[config.mk]
export PLATFORM = sky130hd
export DESIGN_NAME = alu_exec_unit_flat
export DESIGN_NICKNAME = d
export VERILOG_FILES = /design/src/rtl/alu_exec_unit_if.sv /design/src/rtl/alu_exec_unit.sv /design/src/flat_wrapper.sv
export SDC_FILE = /design/constraint.sdc
export NUM_CORES = 1
export LEC_CHECK = 0
export BUFFER_PORTS_ARGS = -buffer_cell sky130_fd_sc_hd__buf_2
export CAP_MARGIN = 20
export CELL_PAD_IN_SITES_DETAIL_PLACEMENT = 0
export CELL_PAD_IN_SITES_GLOBAL_PLACEMENT = 1
export CORE_MARGIN = 2
export CORE_UTILIZATION = 40
export CTS_CLUSTER_SIZE = 10
export DETAILED_ROUTE_END_ITERATION = 8
export PLACE_DENSITY_LB_ADDON = 0.1
export RECOVER_POWER = 50
export SYNTH_ARGS = -nofsm -noshare
export SYNTH_HDL_FRONTEND = slang
export SYNTH_SLANG_ARGS = --single-unit
[constraint.sdc]
create_clock -name clk -period 4.6 [get_ports clk]
set_clock_uncertainty 0.15 [all_clocks]
set_input_delay 0.92 -clock clk [delete_from_list [all_inputs] [get_ports clk]]
set_output_delay 0.92 -clock clk [all_outputs]
set_load 0.02 [all_outputs]
[src/rtl/alu_exec_unit_if.sv]
// Handshake/operand bundle between the ALU control/register-read stage and the
// execute-stage ALU.
interface alu_exec_unit_if #(
  parameter int unsigned WIDTH = 32
);
  logic             in_valid;
  logic             in_ready;
  logic [3:0]       ALUCtrl;
  logic [WIDTH-1:0] A;
  logic [WIDTH-1:0] B;
  logic [4:0]       shamt;
  logic             out_valid;
  logic             out_ready;
  logic [WIDTH-1:0] result;
  logic             zero;
  logic             overflow;
  logic             illegal;

  // Producer of operations / consumer of results.
  modport master (
    output in_valid, ALUCtrl, A, B, shamt, out_ready,
    input  in_ready, out_valid, result, zero, overflow, illegal
  );

  // The ALU itself.
  modport slave (
    input  in_valid, ALUCtrl, A, B, shamt, out_ready,
    output in_ready, out_valid, result, zero, overflow, illegal
  );
endinterface

[src/rtl/alu_exec_unit.sv]
// Execute-stage ALU with a valid/ready handshake. Most ops complete on the accept
// edge; SLL/SRL/SRA shift one bit per cycle. Result and flags are registered and
// only change on the edge entering DONE or on reset.
module alu_exec_unit #(
  parameter int unsigned WIDTH = 32
) (
  input logic            clk,
  input logic            reset,
  alu_exec_unit_if.slave bus
);

  localparam logic [3:0] OpAnd  = 4'b0000;
  localparam logic [3:0] OpOr   = 4'b0001;
  localparam logic [3:0] OpAdd  = 4'b0010;
  localparam logic [3:0] OpSll  = 4'b0011;
  localparam logic [3:0] OpSrl  = 4'b0100;
  localparam logic [3:0] OpSub  = 4'b0110;
  localparam logic [3:0] OpSlt  = 4'b0111;
  localparam logic [3:0] OpAddu = 4'b1000;
  localparam logic [3:0] OpSubu = 4'b1001;
  localparam logic [3:0] OpXor  = 4'b1010;
  localparam logic [3:0] OpSltu = 4'b1011;
  localparam logic [3:0] OpNor  = 4'b1100;
  localparam logic [3:0] OpSra  = 4'b1101;
  localparam logic [3:0] OpLui  = 4'b1110;

  typedef enum logic [1:0] {StIdle, StShift, StDone} state_e;

  state_e           state_q, state_d;
  logic [WIDTH-1:0] result_q, result_d;
  logic             zero_q, zero_d;
  logic             overflow_q, overflow_d;
  logic             illegal_q, illegal_d;
  logic [WIDTH-1:0] shreg_q, shreg_d;
  logic [4:0]       cnt_q, cnt_d;
  logic [3:0]       op_q, op_d;

  logic [WIDTH-1:0] sum, diff, alu_res, shift_next;
  logic             alu_ovf, alu_ill, is_shift;

  // Shift the in-flight value by one position according to the captured op.
  function automatic logic [WIDTH-1:0] shift_one(input logic [3:0] op,
                                                 input logic [WIDTH-1:0] v);
    case (op)
      OpSll:   return {v[WIDTH-2:0], 1'b0};
      OpSra:   return {v[WIDTH-1], v[WIDTH-1:1]};
      default: return {1'b0, v[WIDTH-1:1]};
    endcase
  endfunction

  assign sum        = bus.A + bus.B;
  assign diff       = bus.A - bus.B;
  assign shift_next = shift_one(op_q, shreg_q);
  assign is_shift   = (bus.ALUCtrl == OpSll) || (bus.ALUCtrl == OpSrl) ||
                      (bus.ALUCtrl == OpSra);

  // Single-cycle datapath on the presented operands; shifts pass B through for shamt=0.
  always_comb begin
    alu_res = '0;
    alu_ovf = 1'b0;
    alu_ill = 1'b0;
    case (bus.ALUCtrl)
      OpAnd:  alu_res = bus.A & bus.B;
      OpOr:   alu_res = bus.A | bus.B;
      OpAdd: begin
        alu_res = sum;
        alu_ovf = (bus.A[WIDTH-1] == bus.B[WIDTH-1]) && (sum[WIDTH-1] != bus.A[WIDTH-1]);
      end
      OpSub: begin
        alu_res = diff;
        alu_ovf = (bus.A[WIDTH-1] != bus.B[WIDTH-1]) && (diff[WIDTH-1] != bus.A[WIDTH-1]);
      end
      OpSlt:  alu_res = {{(WIDTH-1){1'b0}}, ($signed(bus.A) < $signed(bus.B))};
      OpAddu: alu_res = sum;
      OpSubu: alu_res = diff;
      OpXor:  alu_res = bus.A ^ bus.B;
      OpSltu: alu_res = {{(WIDTH-1){1'b0}}, (bus.A < bus.B)};
      OpNor:  alu_res = ~(bus.A | bus.B);
      OpSll, OpSrl, OpSra: alu_res = bus.B;
      OpLui:  alu_res = bus.B << 16;
      default: alu_ill = 1'b1;
    endcase
  end

  // Next-state logic: accept in IDLE, iterate shifts, hold result in DONE.
  always_comb begin
    state_d    = state_q;
    result_d   = result_q;
    zero_d     = zero_q;
    overflow_d = overflow_q;
    illegal_d  = illegal_q;
    shreg_d    = shreg_q;
    cnt_d      = cnt_q;
    op_d       = op_q;
    unique case (state_q)
      StIdle: begin
        if (bus.in_valid) begin
          if (is_shift && (bus.shamt != 5'd0)) begin
            shreg_d = bus.B;
            cnt_d   = bus.shamt;
            op_d    = bus.ALUCtrl;
            state_d = StShift;
          end else begin
            result_d   = alu_res;
            zero_d     = (alu_res == '0);
            overflow_d = alu_ovf;
            illegal_d  = alu_ill;
            state_d    = StDone;
          end
        end
      end
      StShift: begin
        shreg_d = shift_next;
        cnt_d   = cnt_q - 5'd1;
        if (cnt_q == 5'd1) begin
          result_d   = shift_next;
          zero_d     = (shift_next == '0);
          overflow_d = 1'b0;
          illegal_d  = 1'b0;
          state_d    = StDone;
        end
      end
      StDone: begin
        if (bus.out_ready) state_d = StIdle;
      end
      default: state_d = StIdle;
    endcase
  end

  // State and output registers; synchronous reset drops any in-flight op.
  always_ff @(posedge clk) begin
    if (reset) begin
      state_q    <= StIdle;
      result_q   <= '0;
      zero_q     <= 1'b0;
      overflow_q <= 1'b0;
      illegal_q  <= 1'b0;
      shreg_q    <= '0;
      cnt_q      <= 5'd0;
      op_q       <= 4'd0;
    end else begin
      state_q    <= state_d;
      result_q   <= result_d;
      zero_q     <= zero_d;
      overflow_q <= overflow_d;
      illegal_q  <= illegal_d;
      shreg_q    <= shreg_d;
      cnt_q      <= cnt_d;
      op_q       <= op_d;
    end
  end

  assign bus.in_ready  = (state_q == StIdle);
  assign bus.out_valid = (state_q == StDone);
  assign bus.result    = result_q;
  assign bus.zero      = zero_q;
  assign bus.overflow  = overflow_q;
  assign bus.illegal   = illegal_q;

endmodule
[src/flat_wrapper.sv]
// flat-port wrapper written by rule: the top's interface ports become plain ports
module alu_exec_unit_flat 
#(
  parameter int unsigned WIDTH = 32
)
  (clk, reset, bus_in_valid, bus_ALUCtrl, bus_A, bus_B, bus_shamt, bus_out_ready, bus_in_ready, bus_out_valid, bus_result, bus_zero, bus_overflow, bus_illegal);
  alu_exec_unit_if #(.WIDTH(WIDTH)) bus_i ();
  input logic clk;
  input logic reset;
  input wire logic [$bits(bus_i.in_valid)-1:0] bus_in_valid;
  input wire logic [$bits(bus_i.ALUCtrl)-1:0] bus_ALUCtrl;
  input wire logic [$bits(bus_i.A)-1:0] bus_A;
  input wire logic [$bits(bus_i.B)-1:0] bus_B;
  input wire logic [$bits(bus_i.shamt)-1:0] bus_shamt;
  input wire logic [$bits(bus_i.out_ready)-1:0] bus_out_ready;
  output wire logic [$bits(bus_i.in_ready)-1:0] bus_in_ready;
  output wire logic [$bits(bus_i.out_valid)-1:0] bus_out_valid;
  output wire logic [$bits(bus_i.result)-1:0] bus_result;
  output wire logic [$bits(bus_i.zero)-1:0] bus_zero;
  output wire logic [$bits(bus_i.overflow)-1:0] bus_overflow;
  output wire logic [$bits(bus_i.illegal)-1:0] bus_illegal;
  assign bus_i.in_valid = bus_in_valid;
  assign bus_i.ALUCtrl = bus_ALUCtrl;
  assign bus_i.A = bus_A;
  assign bus_i.B = bus_B;
  assign bus_i.shamt = bus_shamt;
  assign bus_i.out_ready = bus_out_ready;
  assign bus_in_ready = bus_i.in_ready;
  assign bus_out_valid = bus_i.out_valid;
  assign bus_result = bus_i.result;
  assign bus_zero = bus_i.zero;
  assign bus_overflow = bus_i.overflow;
  assign bus_illegal = bus_i.illegal;
  alu_exec_unit #(.WIDTH(WIDTH)) u_core (.clk(clk), .reset(reset), .bus(bus_i));
endmodule
# After elaboration in Yosys (flattened, before gate mapping)

Cells that the tools add are included.

Add/subtract/negate cells: 3
Magnitude comparators: 2
Equal/unequal tests: 27
Mux-type cells: 30
Bitwise logic cells: 4
Reduce and logical (&&, ||, !) cells: 19

Operators with widths:

| kind                                                            | count |
|---|---|
| 32-bit one-hot mux with 10 select lines                         | 1 |
| 32-bit one-hot mux with 2 select lines                          | 3 |
| 32-bit two-way mux                                              | 5 |
| 32-bit zero test                                                | 2 |
| 32-bit < comparator                                             | 2 |
| 32-bit adder                                                    | 1 |
| 32-bit bitwise AND                                              | 1 |
| 4-bit == test, second input constant                            | 8 |
| 32-bit inverter                                                 | 1 |
| 32-bit bitwise OR                                               | 1 |
| 32-bit subtractor                                               | 1 |
| 32-bit bitwise XOR                                              | 1 |
| 14-bit OR reduction                                             | 1 |
| 4-bit by 2-bit == test with 1-bit output, second input constant | 3 |
| 4-bit by 3-bit == test with 1-bit output, second input constant | 3 |
| 5-bit two-way mux                                               | 2 |
| 5-bit one-hot mux with 2 select lines                           | 1 |
| 1-bit two-way mux                                               | 9 |
| 3-bit AND reduction                                             | 3 |
| 2-bit two-way mux                                               | 4 |
| 1-bit one-hot mux with 2 select lines                           | 4 |
| 2-bit != test, second input constant                            | 3 |
| 2-bit one-hot mux with 3 select lines                           | 1 |
| 5-bit by 1-bit == test with 1-bit output, second input constant | 1 |
| other kinds (16)                                                | 23 |

Register bits: 78
Output and inout bits: 37

# Logic depth before layout (Yosys ltp)

Gate-level depths: netlist of run 1.

Depth after elaboration: 7
Gate-level depth with buffers: 15
Depth with buffers taken out: 15

# Least setup slack after synthesis of run 1

OpenSTA, ideal clock, no wires.

Path type: input to register
Start point: in bus_A[0]
End point: reg u_core.zero_q (netlist: u_core.bus.zero)
Data arrival time: 4.357 ns
Setup slack: 0.034 ns
Cell stages on the path: 15
Buffers on the path: 0
Cell sequence: inv_1 > ha_1 > inv_1 > fa_1 > mux2_1 > and3_1 > o22ai_1 > o22ai_1 > or4_1 > or4_1 > nor4b_2 > nand4bb_1 > or4b_1 > nor4_1 > a31o_1

Word-level cells in the longest chain between the ends: 7

RTL lines:

| item                                                      | line                 | text |
|---|---|---|
| start: declaration                                        | flat_wrapper.sv:12   | `input wire logic [$bits(bus_i.A)-1:0] bus_A;` |
| branches (longest 2 deep; another with 32-bit subtractor) | n/a                  |  |
| 32-bit one-hot mux with 10 select lines (*)               | alu_exec_unit.sv:62  | `case (bus.ALUCtrl)` |
| 32-bit zero test (*)                                      | alu_exec_unit.sv:105 | `zero_d = (alu_res == '0);` |
| 1-bit two-way mux (*)                                     | alu_exec_unit.sv:98  | `if (is_shift && (bus.shamt != 5'd0)) begin` |
| 1-bit two-way mux (*)                                     | alu_exec_unit.sv:97  | `if (bus.in_valid) begin` |
| 1-bit one-hot mux with 2 select lines (*)                 | alu_exec_unit.sv:95  | `unique case (state_q)` |
| end signal: assignment                                    | alu_exec_unit.sv:144 | `zero_q <= zero_d;` |
| end: declaration                                          | alu_exec_unit.sv:31  | `logic zero_q, zero_d;` |

Every way passes the cells marked *. The select of a mux whose other input is x is not followed.
A chain may end at the register's enable or synchronous reset.

# Worst setup path after layout of run 1

Start point: in bus_B[10]
End point: reg u_core.zero_q (netlist: u_core.bus.zero)

Word-level cells in the longest chain between the ends: 7

RTL lines:

| item                                                      | line                 | text |
|---|---|---|
| start: declaration                                        | flat_wrapper.sv:13   | `input wire logic [$bits(bus_i.B)-1:0] bus_B;` |
| branches (longest 2 deep; another with 32-bit subtractor) | n/a                  |  |
| 32-bit one-hot mux with 10 select lines (*)               | alu_exec_unit.sv:62  |  |
| 32-bit zero test (*)                                      | alu_exec_unit.sv:105 |  |
| 1-bit two-way mux (*)                                     | alu_exec_unit.sv:98  |  |
| 1-bit two-way mux (*)                                     | alu_exec_unit.sv:97  |  |
| 1-bit one-hot mux with 2 select lines (*)                 | alu_exec_unit.sv:95  |  |

Marked as above.

==> run_results.csv, run 1 <==
group,metric,value,unit
global_route,globalRouteOverflowTotal,0,
clock_tree,cts_tree,"yes",
logic_synthesis,seq_area_frac_synth,0.154,
critical_path,cp-end-kind,"register",
sta,worstMarginPinSlew,0.886,ns
worst_hold_path,hold_path.class,"register to register",
layout,layout_common_cells,"buf_4, nand2_1, a21oi_1",
layout,final_layout_size_suffix_gt1_frac,0.231,
route,via_per_inst,6.09,
floorplanning,die_area,26700,um^2
sta,relSlewSlack,0.409,
logic_synthesis,synth_top_family_by_area,"compound AO/OA/AOI/OAI gates",
logic_synthesis,synth.area.top_cells,"dfxtp_1, ha_1, nand2_1",
sta,fmax,0.215,GHz
status,status,"complete, but fails checks",
global_route,grt_use_total,0.354,
route,wl_per_cell,23.0,um
logic_synthesis,syn-cell-area,10200,um^2
global_route,grt_max_degree,90,
worst_hold_path,holdPathStages,2,
floorplanning,io_pins,114,
global_route,grt_pass1_wl,71.6,mm
logic_synthesis,synthesis.nets,1674,
logic_synthesis,avgSynthCellArea,6.85,um^2
layout,fillers,2625,
floorplanning,fp.dieW,163,um
logic_synthesis,synth_xor_area_frac,0.00344,
sta,drv_slew,0,
logic_synthesis,synth_top_cell_by_area,"dfxtp_1",
route,wl,48.4,mm
floorplanning,fp.dieH,163,um
critical_path,worstPathArrival,4.78,ns
placement,gp_congestion,1.02,
logic_synthesis,synthCells,1485,
pwr,vdd_drop_max,0.263,mV
logic_synthesis,synth_simple_gate_area_frac,0.246,
logic_synthesis,synth_fa_ha_area_frac,0.139,
critical_path,path_class,"input pin to register",
route,drt_iter0_drc,1473,
route,route.detailed.drc,0,
status,violations,"negative setup slack",
route,dr.pass1.iters,6,
clock_tree,cts_max_path_buffers,2,
layout,area_growth_syn_to_layout,30.2,%
clock_tree,numClockSinks,78,
sta,setup_ws,-0.0478,ns
logic_synthesis,synth_edf_count,0,
floorplanning,rows,58,
logic_synthesis,synthArstFlopShare,0,
layout,final_util,0.527,
layout,final_nets,1958,
placement,hpwl,38.2,mm
sta,hold_viol,0,
global_route,antenna_found_initial,0,
logic_synthesis,synth_seq_cells,78,
clock_tree,cts_buffers,9,
logic_synthesis,ys_warn_count,0,
logic_synthesis,synthFlopType,"dfxtp_1",
placement,numPortBuffers,113,
layout,diodes,0,
floorplanning,coreArea,25100,um^2
pwr,p_leak,5.71,nW
sta,fin_crit_sh,1.01,
clock_tree,cts-root-buf,"clkbuf_16",
sta,rsz0062_at_grt,"true",
sta,setup_viol,1,
global_route,grt_pass1_vias,12100,
clock_tree,insertion_delay,0.34,ns
logic_synthesis,synth_top_cell_area_share,0.154,
layout,layout_commonest_cell,"buf_4",
pwr,power_density,235,nW/um^2
critical_path,cp-start-kind,"input pin",
clock_tree,h-tree-depth,3,
critical_path,reg2reg_depth,10,
logic_synthesis,synthMuxAreaShare,0.0189,
floorplanning,initial_core_util,0.405,
route,ant_nets,0,
sta,holdWs,0.299,ns
clock_tree,cts.clk_slew.worst_paths,0.06,ns
run,max_cap_violations,0,
critical_path,crit_fanout,5,
route,dr_total_vias,12800,
logic_synthesis,synth-compound-area-share,0.355,
logic_synthesis,ys_types,87,
critical_path,critPathRequiredTime,4.73,ns
sta,period_needed,4.65,ns
## worst paths after layout
check	slack (ns)	end	startpoint
worst min register to register	0.30	u_core.bus.result[28]$_SDFFE_PP0P_	u_core.bus.result[28]$_SDFFE_PP0P_
worst max register to register	0.85	u_core.bus.zero$_SDFFE_PP0P_	u_core.state_q[1]$_SDFFE_PP0P_
worst max-delay path	-0.05	u_core.bus.zero$_SDFFE_PP0P_	bus_B[10]
worst min-delay path	0.30	u_core.bus.result[28]$_SDFFE_PP0P_	u_core.bus.result[28]$_SDFFE_PP0P_
## synth_stat cells, types with 6 or more instances
library cell / count
o21bai_1: 8
nand4_1: 13
nor2b_1: 14
nor3b_1: 7
o221ai_1: 17
nor4_1: 13
dfxtp_1: 78
o211ai_1: 76
a211oi_1: 20
buf_1: 11
a221o_1: 13
nand2_1: 215
nand3_1: 50
a221oi_1: 14
a21oi_1: 158
a21o_1: 17
a2bb2oi_1: 8
or4_1: 12
a22oi_1: 23
or2_2: 7
o21a_1: 8
buf_2: 11
o2111ai_1: 8
nor3_1: 27
nand3b_1: 6
o22ai_1: 10
or3_1: 9
nor2_1: 98
mux2i_1: 17
o31ai_1: 11
nand2b_1: 13
and3_1: 10
a31oi_1: 13
o21ai_0: 54
clkbuf_1: 85
inv_1: 107
ha_1: 110
## routing by layer
metal | GRT usage | wire length, um
met1 | 0.482 | 21100
met2 | 0.555 | 21100
met3 | 0.0505 | 3980
met4 | 0.156 | 2200
met5 | 0 | 0
## per-stage QoR
step | cell area (um^2) | worst slack [ns] | std cells | power, W | setup TNS (ns)
floorplan | 10200 | 0.0339 | 1485 | 0.00157 | 0
global placement | 12800 | -0.567 | 2086 | 0.00227 | -0.819
detailed placement | 12800 | -0.590 | 2086 | 0.00227 | -0.904
CTS | 13200 | 0.00911 | 2103 | 0.00308 | 0
global route | 13200 | -0.216 | 2104 | 0.00326 | -0.216
finish | 13200 | -0.0478 | 2104 | 0.00311 | -0.0478
## kinds of logic (layout without fill, tap and decap cells)
group                    count (synthesis)  in the layout
XOR/XNOR                                 4              4
AND/OR/NAND/NOR                        524            524
adder cells (fa/ha/maj)                112            112
multiplexers                            19             19
flip-flops                              78             78
buffers and inverters                  220            509
AO/OA/AOI/OAI                          528            528
## power breakdown
part           internal (W)  switching [W]
Clock              0.000494       0.000301
Sequential         0.000728      0.0000423
Combinational      0.000625       0.000919
Total               0.00185        0.00126
## what timing repair did
| item | 4_1_cts | 5_1_grt |
|---|---|---|
| pin swaps | 9 | 9 |
| setup buffers | 1 | 1 |
| gates resized for setup | 16 | 13 |
| setup endpoints to repair | 1 | 4 |
| hold endpoints to repair | 0 | 0 |
| hold buffers | 0 | 0 |
## critical path: stages
cell,delay (ns)
buf_2,0.15
inv_1,0.12
ha_1,0.32
nor2b_1,0.06
or4_1,0.42
nand3b_1,0.20
o211ai_1,0.36
buf_4,0.21
o211ai_1,0.14
a31o_1,0.26
o2bb2ai_1,0.45
and4_1,0.26
or4bb_1,0.45
nor4_4,0.29
a31o_1,0.17
## sequential cells by signal (all words and copies together) (netlist names)
register,cells
u_core.bus.zero,1
u_core.bus.illegal,1
u_core.bus.overflow,1
u_core.cnt_q,5
u_core.op_q,4
u_core.bus.result,32
u_core.shreg_q,32
u_core.state_q,2
## layout make-up
cell class	instances	area [um^2]	share of cell area
Multi-Input combinational cell	1187	7920	0.598
Timing Repair Buffer	385	2600	0.197
Sequential cell	78	1560	0.118
Tap cell	330	413	0.0312
Inverter	108	410	0.0310
Clock buffer	10	239	0.0180
Clock inverter	6	92.6	0.00699
Note: power is estimated with default switching activity, not from simulation.
==> run 2: changes to the inputs <==
- ABC_AREA: unset -> 1
- CORE_UTILIZATION: 40 -> 38
==> run_results.csv, run 2 <==
group,metric,value,unit
sta,hold_viol,0,
sta,setup_tns,0,ns
sta,fin_crit_sh,0.885,
logic_synthesis,synthCells,1968,
clock_tree,cts_max_path_buffers,2,
layout,layout_common_cells,"nand2_1, inv_1, nor2_1",
pwr,power_frac_comb,0.463,
logic_synthesis,ys_warn_count,0,
global_route,grt_pass1_vias,12700,
logic_synthesis,synthArstFlopShare,0,
pwr,p_int,0.00161,W
status,status,"finished clean",
logic_synthesis,synth.area.top_cells,"nand2_1, dfxtp_1, ha_1",
sta,setup_viol,0,
sta,relSlewSlack,0.114,
clock_tree,ctsHoldBuffers,0,
placement,dp_worst_setup_slack,0.512,ns
pwr,pwr-share-seq,0.265,
route,wl,53.0,mm
pwr,swShare,0.447,
critical_path,crit_top_cell,"nand2_1",
logic_synthesis,ys_top_cells_by_count,"nand2_1, inv_1, nor2_1",
pwr,power_frac_clock,0.272,
critical_path,path_class,"input pin to register",
critical_path,crit_fanout,30,
critical_path,cp_cell_sequence,"clkbuf_1 > nor2_2 > nand2_1 > nand3_1 > buf_12 > nand2_1 > nand2_1 > nand2_1 > clkbuf_1 > o21ai_0 > a21oi_1",
layout,final_nets,2235,
route,wl_per_cell,21.8,um
floorplanning,initial_core_util,0.388,
layout,fillers,3243,
pwr,vdd_drop_max,0.128,mV
critical_path,cp_slowest_stage_delay,0.97,ns
sta,rsz0062_at_grt,"false",
floorplanning,die_area,30000,um^2
sta,period_needed,4.07,ns
global_route,antenna_found_initial,0,
logic_synthesis,synth-compound-area-share,0.193,
critical_path,critPathRequiredTime,4.71,ns
placement,hpwl,43.0,mm
floorplanning,fp.dieH,173,um
critical_path,cp-start-kind,"input pin",
sta,fmax,0.246,GHz
clock_tree,cts_tree,"yes",
floorplanning,rows,61,
route,via_per_inst,5.61,
placement,gp_congestion,1.09,
clock_tree,h-tree-depth,3,
pwr,power_density,241,nW/um^2
pwr,switchingPower,0.00130,W
floorplanning,coreArea,28000,um^2
global_route,grt_max_degree,46,
clock_tree,cts.clk_slew.worst_paths,0.06,ns
logic_synthesis,synth_xor_area_frac,0.00242,
global_route,grt_pass1_wl,78.2,mm
logic_synthesis,synth_edf_count,0,
run,max_cap_violations,0,
clock_tree,cts_setup_buffers,0,
worst_hold_path,hold_path.class,"register to register",
floorplanning,fp.dieW,173,um
logic_synthesis,synth_simple_gate_area_frac,0.393,
route,route.detailed.drc,0,
critical_path,cp-end-kind,"register",
placement,numPortBuffers,113,
global_route,grt_use_total,0.345,
clock_tree,cts_buffers,9,
logic_synthesis,synth_top_cell_by_area,"nand2_1",
logic_synthesis,synthFlopType,"dfxtp_1",
layout,final_layout_size_suffix_gt1_frac,0.0692,
logic_synthesis,syn-cell-area,10900,um^2
sta,setup_ws,0.528,ns
clock_tree,cts_resized,0,
clock_tree,numClockSinks,78,
critical_path,worstPathArrival,4.18,ns
logic_synthesis,synth_top_family_by_area,"simple AND/OR/NAND/NOR gates",
floorplanning,io_pins,114,
logic_synthesis,synth_seq_cells,78,
logic_synthesis,synthesis.nets,2157,
clock_tree,insertion_delay,0.35,ns
logic_synthesis,seq_area_frac_synth,0.144,
logic_synthesis,synthMuxAreaShare,0.000920,
pwr,p_leak,6.13,nW
global_route,globalRouteOverflowTotal,0,
route,drt_iter0_drc,1369,
logic_synthesis,ys_types,42,
logic_synthesis,synth_most_common_cell,"nand2_1",
route,dr_total_vias,13600,
layout,area_growth_syn_to_layout,11.3,%
route,ant_nets,0,
critical_path,crit_slowest_cell,"clkbuf_1",
logic_synthesis,avgSynthCellArea,5.53,um^2
logic_synthesis,synth_top_cell_area_share,0.199,
layout,layout_commonest_cell,"nand2_1",
sta,drv_slew,0,
route,dr.pass1.iters,6,
sta,worstMarginPinSlew,1.33,ns
logic_synthesis,synth_fa_ha_area_frac,0.130,
clock_tree,cts-root-buf,"clkbuf_16",
[run 2: changes by cell type after synthesis, sizes merged, moves of 20 or more]
cell | previous run | this run
o211ai | 76 | 7
a22oi | 23 | 0
clkbuf | 85 | 29
nand2 | 215 | 578
inv | 108 | 299
nand3 | 50 | 177
a21oi | 158 | 116
buf | 27 | 47
o21ai | 59 | 149
nor2 | 99 | 204
[run 2: worst paths after layout]
| path | startpoint | end | slack, ns | cells past startpoint |
|---|---|---|---|---|
| max reg2reg | u_core.op_q[2]$_SDFFE_PP0P_ | u_core.bus.zero$_SDFFE_PP0P_ | 1.59 | 10 |
| max | bus_ALUCtrl[2] | u_core.shreg_q[27]$_SDFFE_PP0P_ | 0.53 | 11 |
| min | u_core.bus.illegal$_SDFFE_PP0P_ | u_core.bus.illegal$_SDFFE_PP0P_ | 0.31 | 2 |
| min reg2reg | u_core.bus.illegal$_SDFFE_PP0P_ | u_core.bus.illegal$_SDFFE_PP0P_ | 0.31 | 2 |
[run 2: cell type report]
class / instances / area, um^2 / area share
multi-input combinational: 1515 / 7820 / 0.646
sequential: 78 / 1560 / 0.129
inverter: 299 / 1120 / 0.0927
timing repair buffer: 143 / 797 / 0.0658
tap: 378 / 473 / 0.0390
clock buffer: 10 / 239 / 0.0197
clock inverter: 6 / 93.8 / 0.00775
antenna: 2 / 5.00 / 0.000413
[run 2: logic make-up after synthesis]
logic type / count (synthesis)
buffers and inverters: 375
xor gates and xnor gates: 3
adders and majority gates: 112
and+or+nand+nor: 1029
AOI/OAI and AO/OA: 370
muxes: 1
DFF: 78
[run 2: power by group through the flow]
stage          logic, W  clock network (W)  registers, W
3_5_place_dp    0.00132                  0      0.000786
4_1_cts         0.00133           0.000805      0.000772
2_1_floorplan  0.000790                  0      0.000818
6_report        0.00135           0.000793      0.000773
5_1_grt         0.00147           0.000835      0.000780
3_3_place_gp    0.00133                  0      0.000785
[run 2: metal layers]
layer	vias to the layer above	wire length [um]	share of wire	global-route usage
li1	6524	-	-	-
met1	6411	24600	0.46	0.490
met2	606	22600	0.43	0.527
met3	93	3720	0.070	0.0383
met4	0	2090	0.039	0.144
met5	-	0	0	0
[run 2: through the flow]
stage | total power, W | hold slack [ns] | cells | instance area [um^2] | utilization
global placement | 0.00211 | 0.295 | 2412 | 11800 | 0.422
CTS | 0.00290 | 0.312 | 2428 | 12100 | 0.433
floorplan | 0.00161 | 0.289 | 1968 | 10900 | -
finish | 0.00292 | 0.314 | 2431 | 12100 | 0.432
detailed placement | 0.00211 | 0.302 | 2412 | 11800 | 0.422
global route | 0.00309 | 0.336 | 2429 | 12100 | 0.432
[run 2: critical path: cells and delay by family]
| kind | cells | cell delay, ns |
|---|---|---|
| simple gates | 6 | 1.10 |
| compound gates | 2 | 0.42 |
| buf+inv | 3 | 1.71 |
==> run 3: changes to the inputs <==
- CELL_PAD_IN_SITES_DETAIL_PLACEMENT: 0 -> 1
- SETUP_SLACK_MARGIN: unset -> 0.2
==> run_results.csv, run 3 (synthesis gave the netlist of run 2 again) <==
group,metric,value,unit
sta,setup_viol,0,
global_route,antenna_found_initial,0,
clock_tree,cts.clk_slew.worst_paths,0.07,ns
sta,fmax,0.256,GHz
critical_path,cp-start-kind,"input pin",
clock_tree,cts-root-buf,"clkbuf_16",
critical_path,path_class,"input pin to register",
clock_tree,insertion_delay,0.35,ns
layout,area_growth_syn_to_layout,11.4,%
critical_path,reg2reg_depth,9,
status,status,"finished clean",
global_route,grt_max_degree,46,
sta,period_needed,3.90,ns
critical_path,worstPathArrival,3.96,ns
route,wl,56.3,mm
route,via_per_inst,5.79,
critical_path,cp_slowest_stage_delay,0.57,ns
clock_tree,numClockSinks,78,
global_route,grt_use_total,0.368,
sta,relSlewSlack,0.240,
layout,finalNonFillerCells,2430,
critical_path,critPathRequiredTime,4.66,ns
route,dr_total_vias,14100,
floorplanning,coreArea,28000,um^2
critical_path,cp.depth,15,
worst_hold_path,holdPathStages,2,
layout,layout_common_cells,"nand2_1, inv_1, nor2_1",
route,dr.pass1.iters,5,
pwr,p_leak,6.14,nW
clock_tree,cts_buffers,9,
floorplanning,fp.dieH,173,um
worst_hold_path,hold_path.class,"register to register",
route,ant_nets,0,
floorplanning,fp.dieW,173,um
layout,final_nets,2235,
sta,worstMarginPinSlew,1.14,ns
layout,final_layout_size_suffix_gt1_frac,0.0702,
clock_tree,cts_resized,0,
pwr,power_density,244,nW/um^2
critical_path,crit_family,"buffers and inverters",
sta,fin_crit_sh,0.848,
pwr,vdd_drop_max,0.153,mV
floorplanning,io_pins,114,
run,max_cap_violations,0,
floorplanning,die_area,30000,um^2
route,route.detailed.drc,0,
floorplanning,rows,61,
sta,setup_tns,0,ns
layout,fillers,4083,
clock_tree,ctsHoldBuffers,0,
global_route,grt_pass1_vias,14000,
layout,register_area,1560,um^2
placement,hpwl,45.9,mm
floorplanning,initial_core_util,0.388,
sta,drv_slew,0,
critical_path,path_buf_inv,7,
placement,numPortBuffers,113,
global_route,grt_pass1_wl,84.4,mm
sta,rsz0062_at_grt,"false",
clock_tree,cts_tree,"yes",
critical_path,cp_cell_sequence,"buf_2 > inv_1 > nor2_1 > nand2_1 > nand3_1 > buf_12 > nand2_1 > nor3_1 > inv_1 > nand2_1 > buf_4 > inv_1 > buf_4 > o21ai_0 > a21oi_1",
route,drt_iter0_drc,1177,
layout,layout_commonest_cell,"nand2_1",
global_route,globalRouteOverflowTotal,0,
clock_tree,cts_max_path_buffers,2,
critical_path,crit_slowest_cell,"nand3_1",
route,wl_per_cell,23.2,um
clock_tree,h-tree-depth,3,
critical_path,crit_fanout,38,
layout,multi_input_area,7820,um^2
clock_tree,cts_setup_buffers,0,
critical_path,cp-end-kind,"register",
sta,hold_viol,0,
placement,dp.cells,2412,
placement,gp_congestion,1.09,
-- run 3: changes by cell type in the layout (fill, tap and decap cells not counted), sizes merged --
cell | before | now
diode | 2 | 1
clkbuf | 49 | 47
buf | 104 | 106
-- run 3: cell type report --
class / count / share of cell area
Tap cell: 378 / 0.0390
Antenna cell: 1 / 0.000207
Clock inverter: 6 / 0.00775
Sequential cell: 78 / 0.129
Multi-Input combinational cell: 1515 / 0.646
Inverter: 299 / 0.0926
Timing Repair Buffer: 143 / 0.0662
Clock buffer: 10 / 0.0197
-- run 3: worst register-to-register path, cell delays in order, from the launching register on --
cell	delay [ns]
dfxtp_1	0.39
nand4_1	0.50
buf_4	0.45
nand2_1	0.10
o21ai_0	0.11
nor2_1	0.14
nand3_1	0.16
nor4_1	0.48
a41oi_1	0.31
a21oi_1	0.21
-- run 3: per-layer routing --
metal	wire length, um	up-vias	share of wire	global-route usage
li1	-	6511	-	-
met1	25600	6846	0.45	0.512
met2	24600	593	0.44	0.584
met3	3920	115	0.070	0.0347
met4	2240	0	0.040	0.147
met5	0	-	0	0
-- run 3: final timing paths --
kind | startpoint | to | slack, ns
min | u_core.bus.result[14]$_SDFFE_PP0P_ | u_core.bus.result[14]$_SDFFE_PP0P_ | 0.32
max | bus_ALUCtrl[2] | u_core.bus.result[10]$_SDFFE_PP0P_ | 0.70
max reg2reg | u_core.op_q[0]$_SDFFE_PP0P_ | u_core.bus.zero$_SDFFE_PP0P_ | 1.53
min reg2reg | u_core.bus.result[14]$_SDFFE_PP0P_ | u_core.bus.result[14]$_SDFFE_PP0P_ | 0.32
-- run 3: through the flow --
step / hold slack (ns) / utilization / worst slack, ns / power (W) / area [um^2]
after detailed placement: 0.304 / 0.422 / 0.514 / 0.00213 / 11800
after CTS: 0.318 / 0.433 / 0.872 / 0.00292 / 12100
final: 0.319 / 0.432 / 0.701 / 0.00295 / 12100
after global routing: 0.350 / 0.432 / 0.436 / 0.00311 / 12100
after global placement: 0.295 / 0.422 / 0.505 / 0.00211 / 11800
after floorplan: 0.289 / - / 1.66 / 0.00161 / 10900
-- run 3: where the power goes --
part	switching [W]	internal, W	total (W)
combinational	0.000996	0.000384	0.00138
clock	0.000305	0.000494	0.000798
sequential	0.0000379	0.000737	0.000775
